**config.mk**
```make
export PLATFORM = sky130hd
export DESIGN_NAME = recovery_rom_fetcher
export DESIGN_NICKNAME = d
export VERILOG_FILES = /design/src/rtl/recovery_rom_fetcher.sv
export SDC_FILE = /design/constraint.sdc
export NUM_CORES = 1
export LEC_CHECK = 0
export CAP_MARGIN = 10
export CORE_UTILIZATION = 36
export CTS_CLUSTER_SIZE = 12
export DETAILED_ROUTE_END_ITERATION = 7
export HOLD_SLACK_MARGIN = 0.03
export PLACE_DENSITY = 0.59
export SYNTH_ARGS = -nofsm -noshare
export SYNTH_HDL_FRONTEND = slang
export SYNTH_SLANG_ARGS = --single-unit
```
**constraint.sdc**
```tcl
create_clock -name clk_i -period 5.86 [get_ports clk_i]
set_input_delay 0.586 -clock clk_i [delete_from_list [all_inputs] [get_ports clk_i]]
set_output_delay 0.586 -clock clk_i [all_outputs]
set_load 0.05 [all_outputs]
```
**src/rtl/recovery_rom_fetcher.sv**
```systemverilog
// Recovery ROM block fetcher: streams words from a synchronous ROM
// into a 2-entry FIFO and presents them on a valid/ready port.
module recovery_rom_fetcher #(
  parameter int CNT_W = 8,
  parameter int DEPTH = 2
) (
  input  logic             clk_i,
  input  logic             rst_i,
  input  logic             start_i,
  input  logic             abort_i,
  input  logic [31:0]      base_addr_i,
  input  logic [CNT_W-1:0] num_words_i,
  output logic             rom_req_o,
  output logic [31:0]      rom_addr_o,
  input  logic [31:0]      rom_rdata_i,
  output logic [31:0]      instr_o,
  output logic             instr_valid_o,
  input  logic             instr_ready_i,
  output logic             busy_o,
  output logic             done_o
);

  typedef enum logic [1:0] {
    IDLE,
    FETCH,
    DRAIN
  } state_t;

  state_t           state_q, state_d;
  logic [31:0]      addr_q, addr_d;
  logic [CNT_W-1:0] rem_q, rem_d;
  logic             req_d;
  logic [31:0]      raddr_d;
  logic             rv_q, rv_d;
  logic             done_q, done_d;
  logic [31:0]      mem_q [DEPTH];
  logic             head_q, head_d;
  logic [1:0]       cnt_q, cnt_d;
  logic             wr_idx;
  logic             pop, mpop, push;
  logic [2:0]       tot;
  logic             room_ok;
  logic [31:0]      base_al;

  assign base_al = base_addr_i & ~32'h3;

  // ROM data in its return cycle is bypassed to the head when empty
  assign instr_valid_o = (cnt_q != 2'd0) | rv_q;
  assign instr_o = (cnt_q == 2'd0 && rv_q) ? rom_rdata_i
                                           : mem_q[head_q];
  assign busy_o = (state_q != IDLE);
  assign done_o = done_q;

  always_comb begin
    pop  = instr_valid_o & instr_ready_i;
    mpop = pop & (cnt_q != 2'd0);
    push = rv_q & ~((cnt_q == 2'd0) & pop);
    wr_idx = head_q + cnt_q[0];
    // stored + returning + requested words, after this cycle's pop
    tot = 3'(cnt_q) + 3'(rv_q) + 3'(rom_req_o);
    room_ok = (tot - 3'(pop)) < 3'(DEPTH);
    head_d = head_q ^ mpop;
    cnt_d  = cnt_q + 2'(push) - 2'(mpop);
    rv_d   = rom_req_o & ~abort_i;
  end

  always_comb begin
    state_d = state_q;
    addr_d  = addr_q;
    rem_d   = rem_q;
    req_d   = 1'b0;
    raddr_d = rom_addr_o;
    done_d  = 1'b0;
    unique case (state_q)
      IDLE: begin
        if (start_i) begin
          if (num_words_i == '0) begin
            done_d = 1'b1;
          end else begin
            req_d   = 1'b1;
            raddr_d = base_al;
            addr_d  = base_al + 32'd4;
            rem_d   = num_words_i - CNT_W'(1);
            state_d = (num_words_i == CNT_W'(1))
                      ? DRAIN : FETCH;
          end
        end
      end
      FETCH: begin
        if (room_ok) begin
          req_d   = 1'b1;
          raddr_d = addr_q;
          addr_d  = addr_q + 32'd4;
          rem_d   = rem_q - CNT_W'(1);
          if (rem_q == CNT_W'(1)) state_d = DRAIN;
        end
      end
      DRAIN: begin
        if (pop && tot == 3'd1) begin
          state_d = IDLE;
          done_d  = 1'b1;
        end
      end
      default: state_d = IDLE;
    endcase
    if (abort_i) begin
      state_d = IDLE;
      req_d   = 1'b0;
      done_d  = 1'b0;
    end
  end

  always_ff @(posedge clk_i) begin
    if (rst_i) begin
      state_q    <= IDLE;
      addr_q     <= '0;
      rem_q      <= '0;
      rom_req_o  <= 1'b0;
      rom_addr_o <= '0;
      rv_q       <= 1'b0;
      done_q     <= 1'b0;
      head_q     <= 1'b0;
      cnt_q      <= '0;
      for (int i = 0; i < DEPTH; i++) mem_q[i] <= '0;
    end else begin
      state_q    <= state_d;
      addr_q     <= addr_d;
      rem_q      <= rem_d;
      rom_req_o  <= req_d;
      rom_addr_o <= raddr_d;
      rv_q       <= rv_d;
      done_q     <= done_d;
      if (abort_i) begin
        head_q <= 1'b0;
        cnt_q  <= '0;
      end else begin
        head_q <= head_d;
        cnt_q  <= cnt_d;
        if (push) mem_q[wr_idx] <= rom_rdata_i;
      end
    end
  end

endmodule

```
After elaboration in Yosys (flattened, before gate mapping) --
Memories as Yosys holds them, arrays and structs flattened. A register that Yosys moved wholly into a read port is not among the register bits. Cells that the tools add are included.
Word-level totals: register bits 80, memory bits (writable) 64, logic and storage cells 90, memories 1
Cells by class: $add $sub $neg 10, magnitude comparators 1, eq/ne operators 10, mux-type cells 38, bitwise logic cells 9, reduce and logical (&&, ||, !) cells 12
Memories:
- mem_q | depth 2, width 32, read ports 1, clocked after memory_dff 1, wr ports 2, line 36 | logic [31:0] mem_q [DEPTH];
Operator list (count):
- $mux 32 | 8
- $pmux 32 s2 | 2
- $add 32x3->32 const B | 2
- $reduce_or 32->1 | 1
- $mux 8 | 3
- $eq 8x1->1 const B | 2
- $pmux 8 s2 | 1
- $sub 8x1->8 const B | 2
- $mux 1 | 15
- $mux 2 | 6
- $ne 2x2->1 const B | 5
- $logic_not 8->1 | 1
- $pmux 2 s3 | 1
- $reduce_bool 2->1 | 3
- $and 1x1->1 | 5
- $reduce_and 5->1 | 1
- $logic_not 2->1 | 2
- $pmux 1 s2 | 2
- $reduce_and 4->1 | 1
- $add 2x1->3 | 1
- $add 3x1->3 | 1
- $eq 3x1->1 const B | 1
- $lt 3x2->1 const B | 1
- $sub 3x1->3 | 1
- other kinds (10) | 12

Logic depth before layout (Yosys ltp) --
word-level depth 12, mapped depth 15, mapped depth without buffers 10

Worst setup path before layout --
No wires, ideal clock.
path kind input port to flip-flop, start input port abort_i, end memory mem_q[0][0], enable pin, library setup time 466 ps, arrival time 3153 ps, data required time 5394 ps, slack 2241 ps, stages 3, path through nor2_1 > nand3_1 > o21ai_0
RTL lines:
- from (decl) | line 10 | input logic abort_i,
- to (decl) | line 36

Worst setup path after layout --
start register state_q[0], end register addr_q[14]
Between the ends: cells in the longest elaborated chain, start to end 3
RTL lines:
- from (decl) | line 29 | state_t state_q, state_d;
- from (signal assigned) | line 126 | state_q <= state_d;
- $eq 2x1->1 / $logic_not 2->1 (equally long branches) | line 74 | unique case (state_q)
- $ne 2x2->1 (no line) / $reduce_bool 2->1 (equally long branches)
- $reduce_and 4->1 (no line)
- to (signal assigned) | line 127 | addr_q <= addr_d;
- to (decl) | line 30 | logic [31:0] addr_q, addr_d;
Parallel ways exist; a longest one is shown, timed or not. A chain may end at the register's enable or synchronous reset.

==> summary.md <==
| Metric | Value |
|---|---|
| IO buf count | between 100 and 150 |
| Final period util | roughly 66% |
| Final setup viols | 0 |
| Final nets | about 1.1k |
| Hold_sp | addr_q[9] |
| Root Driver | clkbuf_16 |
| CTS tree | built |
| Reg2reg end | addr_q[14] |
| DRC | 0 |
| Hold Buf Count CTS | 0 |
| Most used flip-flop cell after synthesis | dfxtp_1 |
| Fin. max-slew vios | 0 |
| Fin crit period | 3.89 ns |
| Max-cap violations | 0 |
| Horiz. Die Dim | 150 um |
| RSZ-0062 raised after global routing | no |
| Rows | 53 |
| Syn Area/Cell | 8.82 um2 |
| Clk_lat worst skew | roughly 0.42 ns |
| DRT Wirelength | between 20000 and 25000 um |
| Number of fill cells in the layout | roughly 2.0k |
| Post-CTS Setup Bufs | 0 |
| Multi-input gate area | about 4200 um2 |
| Critical Path AT | approximately 4.2 ns |
| Share of post-route cells with drive strength above 1 | under 10% |
| Clock transition at path regs | roughly 0.060 ns |
| Reg2reg setup slack | just under 2 ns |
| Critical path class | reg -> reg |
| Final Non-Filler Cells | around 1.3k |
| Synth Cell Area | between 7000 and 8000 um2 |
| Reg2Reg Depth | 10 |
| Vias | roughly 6.9k |
| Vias in the first global route | approximately 6.4k |
| Total CTS buffers | 17 |
| Slew HR | ~17% |
| Post_cts resized | 0 |
| # IOs | 145 |
| Reg2reg start | state_q[0] |
| FF/Latch Area | 3440 um2 |
| Hold worst-path end | addr_q[9] |
| Grt total ovfl | 0 |
| Final Skew | about 0.0082 ns |
| YS warnings | 0 |
| Post-Place Cells | around 1.3k |
| Sink Count | between 100 and 150 |
| Synth cell types | 65 |
| Worst-margin pin slew | roughly 1.2 ns |
| Leakage | 3.76 nW |
| Synthesized instance count | between 800 and 900 |
| H-Tree Depth | 4 |
| CTS Buffer Depth | 2 |
| Worst vdd ir | between 0.00015 and 0.0002 V |
| Chip height | ~150 um |
| Setup TNS | 0 ns |
| Ys async rst share | 0% |
| Antenna-violating nets left | 0 |
| Pwr/cell area | approximately 280 nW/um2 |
| Core Util, Final | a little under half |
| Max Fanout on Critical Path | 23 |
| Worst min path class | reg -> reg |
| WHS Path Cells | 2 |
| Register bit total from synthesis | 140 |
| Core area | 21300 um2 |
| Wire per inst | between 15 and 20 um |
| Layout area overhead | 28.1% |
| Diode count | 0 |
| First-pass GRT wire length | 34500 um |
| Setup crit end kind | register |
| Initial DRC Count | 533 |
| Total GRT Usage | about a fifth |
| DIE AREA | ~23000 um2 |
| Initial antenna violation count | 0 |
| Hold Fails Final Rpt | 0 |
| Fmax | 0.257 GHz |
| Register area share after synthesis | between 40% and 50% |
| Routed vias/inst | 5.32 |
| Hpwl dp | approximately 15000 um |
| Starting density of the core | approximately 37% |
| Status | finished, final reports clean |
| Largest net degree at the start of global routing | 69 |
| CP startpoint kind | register |
| Critical Path RT | approximately 6.1 ns |
| Router iterations before antenna repair | 5 |
| Post-synth EDFFs | 64 |
| RD Place Congestion | a little over 0.8 |
## power by group
part | leakage [nW] | switching (mW) | internal, mW
logic | 2.18 | 0.372 | 0.211
clock network | 0.295 | 0.460 | 0.643
registers | 1.29 | 0.0488 | 1.09
total | 3.76 | 0.881 | 1.94
## stage by stage
stage	cell area [um2]	hold slack (ns)	setup WS (ns)	total power, mW
global route	10100	0.498	1.67	2.94
finish	10100	0.456	1.97	2.82
detailed placement	9520	0.448	2.03	1.74
floorplan	7900	0.431	2.24	1.52
global placement	9520	0.440	2.07	1.74
CTS	10100	0.457	2.00	2.85
## layout by cell type (no fill, tap or decap), types with 4 or more instances in the layout
cell,instances
a31oi_1,16
nand4_1,6
a311oi_1,18
a221oi_1,4
edfxtp_1,64
nor4_1,12
buf_4,14
nand3_1,31
clkbuf_16,17
nand2_1,155
a211oi_1,12
inv_1,15
mux2i_1,56
nor2_1,61
a211o_1,4
ha_1,10
and3_1,13
clkdlybuf4s50_1,139
a21oi_1,32
and2_1,72
dfxtp_1,75
nor3_1,15
xnor2_1,8
o31ai_1,4
o21ai_0,60
o21a_1,4
inv_6,5
mux2_2,9
a21boi_0,4
a22oi_1,4
xor2_1,6
o211ai_1,8
## cell families (layout without fill, tap and decap cells)
kind of cell / Yosys count / after routing / synth area share [%]
XOR/XNOR: 14 / 14 / 1.55
flip-flops: 140 / 140 / 43.6
adder cells (fa/ha/maj): 11 / 11 / 1.84
AO/OA/AOI/OAI: 195 / 195 / 16.0
other: 1 / 2 / 0.0475
AND/OR/NAND/NOR: 392 / 392 / 24.5
multiplexers: 66 / 66 / 8.57
buffers and inverters: 76 / 201 / 3.88
## cell type report
cell class / instances / area share [%]
clock buffers: 17 / 4.20
clock inverters: 15 / 1.74
inverters: 15 / 0.557
multi-input cells: 680 / 41.2
flip-flops and latches: 140 / 34.0
well taps: 275 / 3.40
repair buffers: 154 / 14.8
## critical path, stage by stage, from the launching register on
cell and delay [ns]:
dfxtp_1 0.59, nor2b_4 0.61, nand2_1 0.15, nand2_1 0.09, ha_1 0.22, and2_1 0.22, mux2i_1 0.17, nor4_1 0.99
nand3_1 0.27, a311oi_1 0.35, a311oi_1 0.08
## flip-flops by register name, summed over array words and instances (netlist names)
register	cells
addr_q	30
mem_q	64
rem_q	8
rom_addr_o	30
done_o	1
cnt_q	2
state_q	2
rv_q	1
head_q	1
rom_req_o	1
## synth_stat cells (3+ instances only)
cell type	n	area [um2]
edfxtp_1	64	1920
nor3_1	15	75.1
dfxtp_1	76	1520
o22ai_1	3	18.8
o211ai_1	8	60.1
nand3b_1	3	22.5
and2_1	74	463
a31oi_1	16	100
clkbuf_1	48	180
nand2_1	155	582
inv_1	15	56.3
o21a_1	4	30.0
o21ai_0	62	310
ha_1	10	125
nor4_1	12	75.1
mux2i_1	56	561
a22oi_1	4	30.0
buf_1	7	26.3
a211o_1	4	35.0
o2111ai_1	3	26.3
a221oi_1	4	35.0
nor2_1	61	229
nand3_1	31	155
mux2_2	9	101
xnor2_1	8	70.1
o31ai_1	4	30.0
xor2_1	6	52.6
nor3b_1	3	22.5
a311oi_1	18	158
and3_1	13	81.3
a21boi_0	4	30.0
a211oi_1	12	90.1
nand4_1	6	37.5
buf_4	3	22.5
a21oi_1	32	160
## worst max-delay path by stage
stage / from / endpoint / slack [ns]
final: state_q[0] / addr_q[14] / 1.97
after detailed placement: state_q[0] / addr_q[14] / 2.03
after CTS: state_q[0] / addr_q[14] / 2.00
after floorplan: abort_i / mem_q[0][0] / 2.24
after global routing: state_q[0] / addr_q[14] / 1.67
after global placement: state_q[0] / addr_q[14] / 2.07
## metal layers
layer	GRT usage (%)	up-vias	part of all wire, %
met2	29.9	152	45
met4	6.67	0	1.8
met1	28.3	3249	49
met3	4.06	24	4.7
li1	-	3468	-
met5	0	-	0
Power figures use the tool's default switching activity.
